### config.mk
export PLATFORM = sky130hd
export DESIGN_NAME = float_div_iter
export DESIGN_NICKNAME = d
export VERILOG_FILES = /design/src/rtl/float_div_iter.sv
export SDC_FILE = /design/constraint.sdc
export NUM_CORES = 1
export LEC_CHECK = 0
export ABC_AREA = 1
export BUFFER_PORTS_ARGS = -buffer_cell sky130_fd_sc_hd__buf_2
export CAP_MARGIN = 10
export CORE_ASPECT_RATIO = 1.1
export CORE_MARGIN = 2
export CORE_UTILIZATION = 60
export DETAILED_ROUTE_END_ITERATION = 8
export GPL_TIMING_DRIVEN = 0
export PLACE_DENSITY = 0.82
export SLEW_MARGIN = 40
export SYNTH_ARGS = -nofsm -noshare
export SYNTH_HDL_FRONTEND = slang
export SYNTH_SLANG_ARGS = --single-unit
### constraint.sdc
create_clock -name CLK -period 5 [get_ports CLK]
set_clock_uncertainty 0.2 [all_clocks]
set_input_delay 0 -clock CLK [delete_from_list [all_inputs] [get_ports CLK]]
set_output_delay 0 -clock CLK [all_outputs]
set_load 0.02 [all_outputs]
### src/rtl/float_div_iter.sv
// float_div_iter: iterative IEEE-754 single divider, radix-2 restoring, fixed latency start/done handshake
module float_div_iter #(
  parameter int EXP_W = 8,
  parameter int MAN_W = 23,
  parameter int ITERS = MAN_W + 3
) (
  input  logic                   CLK,
  input  logic                   RST,
  input  logic                   EN,
  input  logic [EXP_W+MAN_W:0]   A,
  input  logic [EXP_W+MAN_W:0]   B,
  output logic                   BUSY,
  output logic                   DONE,
  output logic [EXP_W+MAN_W:0]   OUT_FDIV,
  output logic [3:0]             EXC,
  output logic                   Flag_FDIV
);
  localparam int W = EXP_W + MAN_W + 1;
  localparam int EW = EXP_W + 2;
  localparam int CW = $clog2(ITERS + 1);
  localparam logic [EXP_W-1:0] EMAX = '1;
  localparam logic [EW-1:0] BIAS = EW'((1 << (EXP_W - 1)) - 1);
  typedef enum logic [1:0] {IDLE, PREP, ITER, RND} state_t;
  state_t state;
  logic [W-1:0] a_q, b_q;
  logic [MAN_W+1:0] r;
  logic [MAN_W:0] mb;
  logic [EW-1:0] e;
  logic [ITERS-1:0] q;
  logic [CW-1:0] cnt;
  logic [EXP_W-1:0] ea, eb;
  logic [MAN_W:0] ma0, mb0, rem, mant;
  logic a_zero, b_zero, a_inf, b_inf, a_nan, b_nan, sgn, invalid, special, dz, ge, up, carry, ovf, unf;
  logic [W-1:0] inf_v, zero_v, qnan, res;
  logic [EW-1:0] e_r;
  logic [3:0] exc;
  assign ea = a_q[W-2:MAN_W];
  assign eb = b_q[W-2:MAN_W];
  assign ma0 = {1'b1, a_q[MAN_W-1:0]};
  assign mb0 = {1'b1, b_q[MAN_W-1:0]};
  // subnormals are flushed: any zero exponent is treated as a signed zero
  assign a_zero = ea == '0;
  assign b_zero = eb == '0;
  assign a_inf = ea == EMAX && a_q[MAN_W-1:0] == '0;
  assign b_inf = eb == EMAX && b_q[MAN_W-1:0] == '0;
  assign a_nan = ea == EMAX && a_q[MAN_W-1:0] != '0;
  assign b_nan = eb == EMAX && b_q[MAN_W-1:0] != '0;
  assign sgn = a_q[W-1] ^ b_q[W-1];
  assign invalid = a_nan | b_nan | (a_zero & b_zero) | (a_inf & b_inf);
  assign special = invalid | a_inf | a_zero | b_zero | b_inf;
  assign dz = ~invalid & ~a_inf & b_zero;
  assign inf_v = {sgn, EMAX, {MAN_W{1'b0}}};
  assign zero_v = {sgn, {(W-1){1'b0}}};
  assign qnan = {1'b0, EMAX, 1'b1, {(MAN_W-1){1'b0}}};
  // the partial remainder is always below 2*mb, so the subtraction fits in MAN_W+1 bits
  assign ge = r >= {1'b0, mb};
  assign rem = ge ? r[MAN_W:0] - mb : r[MAN_W:0];
  assign up = q[1] & (q[0] | (|r) | q[2]);
  assign {carry, mant} = {1'b0, q[ITERS-1:2]} + (MAN_W+2)'(up);
  assign e_r = e + EW'(carry);
  assign ovf = ~e_r[EW-1] & (e_r >= {2'b00, EMAX});
  assign unf = e_r[EW-1] | (e_r == '0);
  assign res = special ? (invalid ? qnan : (a_inf | b_zero) ? inf_v : zero_v)
             : ovf ? inf_v : unf ? zero_v
             : {sgn, e_r[EXP_W-1:0], carry ? mant[MAN_W:1] : mant[MAN_W-1:0]};
  assign exc = special ? {invalid, dz, 2'b00} : {2'b00, ovf, unf};
  always_ff @(posedge CLK) begin
    if (RST) begin
      state <= IDLE;
      BUSY <= 1'b0;
      DONE <= 1'b0;
      OUT_FDIV <= '0;
      EXC <= '0;
      Flag_FDIV <= 1'b0;
    end else begin
      DONE <= 1'b0;
      case (state)
        IDLE: if (EN) begin
          a_q <= A;
          b_q <= B;
          BUSY <= 1'b1;
          state <= PREP;
        end
        PREP: begin
          r <= ma0 < mb0 ? {ma0, 1'b0} : {1'b0, ma0};
          mb <= mb0;
          e <= {2'b00, ea} - {2'b00, eb} + BIAS - EW'(ma0 < mb0);
          cnt <= '0;
          state <= ITER;
        end
        ITER: begin
          r <= {rem, 1'b0};
          q <= {q[ITERS-2:0], ge};
          cnt <= cnt + 1'b1;
          state <= cnt == CW'(ITERS - 1) ? RND : ITER;
        end
        default: begin
          OUT_FDIV <= res;
          EXC <= exc;
          Flag_FDIV <= |exc;
          DONE <= 1'b1;
          BUSY <= 1'b0;
          state <= IDLE;
        end
      endcase
    end
  end
endmodule

**Word-level counts from Yosys, hierarchy flattened**

Index checks and enable logic that the tools add are counted.

- Output and inout bits: 39
- Bits of input ports: 67
- Memory bits (read-only): 0
- Flip-flop bits (word level): 194
- Memories kept: 0
- Latch bits: 0
- Memory bits (writable): 0

- Divide/modulo/power cells: 0
- Magnitude comparators: 3
- Bitwise gates (word level): 23
- Reduce and logical (&&, ||, !) cells: 22
- Multiplexer cells: 17
- Eq/ne operators: 6
- Add/subtract/negate cells: 7
- Shift-type cells: 0
- Multiply operators: 0

Operator list:

| cell | count |
|---|---|
| two-way mux 31 bit | 3 |
| two-way mux 32 bit | 2 |
| one-hot mux 25 bit (2 select lines) | 1 |
| logical NOT 23 bit | 2 |
| nonzero test 23 bit | 2 |
| adder 24 x 1 -> 25 bit | 1 |
| >= comparator 25 x 24 -> 1 bit | 1 |
| two-way mux 25 bit | 1 |
| OR reduction 25 bit | 1 |
| < comparator 24 bit | 1 |
| two-way mux 24 bit | 1 |
| subtractor 24 bit | 1 |
| two-way mux 23 bit | 1 |
| == test 8 bit (second input constant) | 2 |
| logical NOT 8 bit | 2 |
| OR 1 bit | 11 |
| adder 10 x 1 -> 10 bit | 1 |
| adder 9 x 8 -> 10 bit (second input constant) | 1 |
| >= comparator 10 x 8 -> 1 bit (second input constant) | 1 |
| logical NOT 10 bit | 1 |
| one-hot mux 5 bit (2 select lines) | 1 |
| subtractor 10 x 1 -> 10 bit | 1 |
| subtractor 8 x 8 -> 9 bit | 1 |
| AND reduction 2 bit | 4 |
| other kinds (20) | 34 |

**Logic depth before layout (Yosys ltp)**

- Depth after elaboration: 11
- Gate-level depth with buffers: 24
- Mapped depth without buffers: 24

**Worst setup path after synthesis**

OpenSTA, ideal clock, no wires.

- Path kind: reg-to-reg
- From: register state[0]
- To: register a_q[0] (enable)
- Cell stages (with the launch flop): 5
- Arrival: 3292 ps
- Data required time: 4314 ps
- Path slack: 1022 ps
- Cells stage by stage: dfxtp_1 > inv_1 > ha_1 > inv_1 > nor2_1

- Word-level cells in the longest chain between the ends: 2

RTL lines:

| what | line | RTL |
|---|---|---|
| from (decl) | 24 | `state_t state;` |
| from (signal assigned) | 95 | `state <= cnt == CW'(ITERS - 1) ? RND : ITER;` |
| logical NOT 2 bit | 77 | `case (state)` |
| AND reduction 3 bit (no line) | -- |  |
| to (signal assigned) | 79 | `a_q <= A;` |
| to (decl) | 25 | `logic [W-1:0] a_q, b_q;` |

Every way passes these cells.
A chain may end at the register's enable or synchronous reset.

**Worst setup path after layout**

- From: register q[2]
- To: register OUT_FDIV[24]

- Word-level cells in the longest chain between the ends: 9
- Elaborated cells on any way between the ends: 12
- Classes of those cells: 2 x add/sub; 1 x order compare; 3 x mux; 5 x bitwise; 1 x reduce/logical

RTL lines:

| what | line | RTL |
|---|---|---|
| from (decl) | 29 | `logic [ITERS-1:0] q;` |
| from (signal assigned) | 93 | `q <= {q[ITERS-2:0], ge};` |
| OR 1 bit | 58 | `assign up = q[1] & (q[0] \| (\|r) \| q[2]);` |
| AND 1 bit | 58 |  |
| adder 24 x 1 -> 25 bit (*) | 59 | `assign {carry, mant} = {1'b0, q[ITERS-1:2]} + (MAN_W+2)'(up);` |
| adder 10 x 1 -> 10 bit (*) | 60 | `assign e_r = e + EW'(carry);` |
| parallel branches: the longest is 3 deep, another holds >= comparator 10 x 8 -> 1 bit | -- |  |
| two-way mux 31 bit (*) | 64 | `: ovf ? inf_v : unf ? zero_v` |
| two-way mux 32 bit (*) | 63 | `assign res = special ? (invalid ? qnan : (a_inf \| b_zero) ? inf_v : zero_v)` |
| to (signal assigned) | 98 | `OUT_FDIV <= res;` |
| to (decl) | 14 | `output logic [EXP_W+MAN_W:0] OUT_FDIV,` |

Mark *: on every way between the ends.

==> metrics.yaml <==
outcome:
  outcome: "completed"
final_layout:
  layout-drive-gt1-share_pct: 13.2
  finalNonFillerCells: 1874
  fillCellCount: 1336
  register_area_sq_um: 5420
  multi_input_area_sq_um: 5430
  fin_nets: 1755
  n_antenna_cell: 0
  syn_to_final_growth_pct: 19.3
die:
  dieArea_sq_um: 20700
  core_sq_um: 19200
  start_util_pct: 61.3
  fp.dieW_um: 137
  die_h_um: 151
  boundaryPins: 106
  rows: 53
drt:
  drt-wirelength-per-cell_um: 18.1
  routed_wirelength_um: 34000
  drt_pass1_iterations: 6
  vias: 10900
  first_iter_violations: 1290
  ant_nets: 0
  drc: 0
  via_per_inst: 5.82
yosys:
  synth_cells: 1418
  ys_top_cells_by_area: "edfxtp_1 (39%), nand2_1 (10%), ha_1 (7.6%), dfxtp_1 (7.0%), inv_1 (6.0%)"
  syn-num-nets: 1559
  yosysSeqAreaShare_pct: 46.1
  ys_ff_latch: 194
  yosysTopAreaCell: "edfxtp_1"
  yosysUniqueCellTypes: 49
  synth.top_cell.area_share_pct: 39.1
  ys_warn_count: 0
  synthesis.area_sq_um: 11700
  avgSynthCellArea_sq_um: 8.28
setup_path:
  arrival_ns: 4.66
  critPathMaxFanout: 7
  r2r_cells: 23
  cp-end-kind: "register"
  setup.worst_path.class: "register to register"
  critPathLaunchType: "register"
  crit_required_ns: 5.14
pwr:
  vdd_drop_max_mv: 0.298
  power.density_nw_per_um2: 472
  p_leak_nw: 6.30
timing:
  fmax_mhz: 221
  rsz0062_at_grt: "false"
  max_slew_margin_pct: 56.5
  final_hold_viol_count: 0
  post-route-period-util_pct: 90.4
  setup_viol: 0
  fin_tns_setup_ns: 0
  fin_crit_ns: 4.52
  slew_violations: 0
  max_slew.worst_pin.slew_ns: 0.652
worst_hold_path:
  holdPathStages: 2
  min_path_type: "primary input to register"
cts:
  h-tree-depth: 4
  clock_latency_ns: 0.46
  path_clk_slew_ns: 0.09
  ctsRootBufferMaster: "clkbuf_16"
  numCtsBuffers: 17
  clockBufferDepth: 2
  cts_num_sinks: 194
  cts_tree: "built"
global_route:
  grt_pass1_wl_um: 53800
  antenna_found_initial: 0
  grt_max_degree: 23
  grtUsageTotal_pct: 34.0
  gr-total-overflow: 0
  grt_pass1_vias: 10500
placement:
  portBuffers: 104
  dp.cells: 1775
  hpwl_um: 23100
  globalplace.congestion: 0.938
flow_run:
  drv_cap: 0
==> power by group <==
part	internal [mW]	switching, mW	total [mW]
Sequential	2.18	0.234	2.41
Clock	0.714	0.698	1.41
Combinational	0.975	1.81	2.78
Total	3.87	2.74	6.61
==> final timing paths <==
| kind | startpoint | slack (ns) | end |
|---|---|---|---|
| max | q[2] | 0.48 | OUT_FDIV[24] |
| min | B[3] | 0.05 | b_q[3] |
| max reg2reg | q[2] | 0.48 | OUT_FDIV[24] |
| min reg2reg | b_q[22] | 0.25 | mb[22] |
==> Yosys cell counts (all sizes together) <==
library cell and count:
o21ai 47, a21boi 1, ha 71, o21a 5, nand3b 5, dfxtp 41
and2 1, nor3 16, nor3b 2, clkbuf 20, nand4 62, a31oi 3
inv 201, fa 3, xor2 27, o21bai 5, a22oi 1, nor4 3
nand2 322, o211ai 4, a21oi 90, nor2 153, xnor2 14, nand3 140
a211oi 4, buf 16, edfxtp 153, a21o 3, or2 4, clkinv 1
==> per-stage QoR <==
stage	util [%]	area (sq um)	total power [mW]	hold WS (ns)	worst slack, ns
final	73.1	14000	6.61	0.0542	0.478
after global routing	73.1	14000	7.01	0.0575	0.0346
after CTS	73.0	14000	6.46	0.0520	0.258
after detailed placement	66.4	12700	5.03	-0.0219	0.293
after global placement	65.6	12600	4.91	-0.0232	0.0619
after floorplan	-	11700	4.29	-0.101	1.02
==> flip-flops by register name, indices dropped and copies added (netlist names) <==
name       flops
OUT_FDIV      32
mb            23
state          2
q             26
EXC            4
DONE           1
a_q           32
r             25
Flag_FDIV      1
BUSY           1
e             10
b_q           32
cnt            5
==> layout by cell type (no fill, tap or decap), types with 4 or more instances in the layout <==
cell type,n
a211oi_1,4
a21oi_1,86
a21oi_2,4
buf_2,113
buf_6,6
clkbuf_1,20
clkbuf_16,17
dfxtp_1,41
dlygate4sd3_1,67
edfxtp_1,153
ha_1,70
inv_1,188
inv_2,13
inv_8,4
nand2_1,316
nand2_2,5
nand3_1,136
nand3b_1,5
nand4_1,60
nor2_1,142
nor2_2,6
nor2_4,5
nor3_1,13
o21a_1,5
o21ai_0,38
o21ai_1,6
o21bai_1,5
xnor2_1,14
xor2_1,27
==> worst max-delay path, cell delays in order, from the launching register on <==
cell      delay [ns]
edfxtp_1        0.37
nand2_1         0.10
inv_1           0.13
ha_1            0.28
nor3b_4         0.35
nand4_1         0.14
nor3b_1         0.23
nand3_1         0.14
nor4_2          0.44
ha_2            0.40
ha_1            0.22
nand3_1         0.15
nor2_1          0.19
nand2_1         0.08
nand2_1         0.06
nand2_1         0.09
nor2_1          0.14
nand3_2         0.18
nand2_2         0.19
inv_2           0.05
nand2_2         0.08
nor2_1          0.05
nor2_1          0.10
nor2_1          0.05
==> cell type report <==
class                   count  share of cell area [%]
plain buffers              36                    1.34
clock buffers              17                    3.04
clock inverters            15                    1.21
inverters                 202                    5.42
multi-input cells         986                    38.8
flip-flops and latches    194                    38.6
well taps                 247                    2.21
repair buffers            177                    9.38
==> repair_timing <==
action                     4_1_cts  5_1_grt
setup endpoints to repair        0       33
resized for setup                0        3
hold buffers                    67        0
setup buffers                    0        0
hold endpoints to repair        89        0
==> routing by layer <==
layer | share of wire, % | GRT usage (%) | up-vias
li1 | - | - | 5144
met1 | 40 | 43.5 | 5068
met4 | 3.9 | 13.5 | 0
met3 | 7.6 | 5.89 | 121
met5 | 0 | 0 | -
met2 | 48 | 57.3 | 578
==> cell families (layout without fill, tap and decap cells) <==
logic type	count (synthesis)	in the layout	synth area share (%)
compound gates	163	163	7.78
xor+xnor	41	41	3.06
fa+ha+maj	74	74	8.07
buf+inv	238	447	8.06
flops	194	194	46.1
simple gates	708	708	26.9
Power figures use the tool's default switching activity.
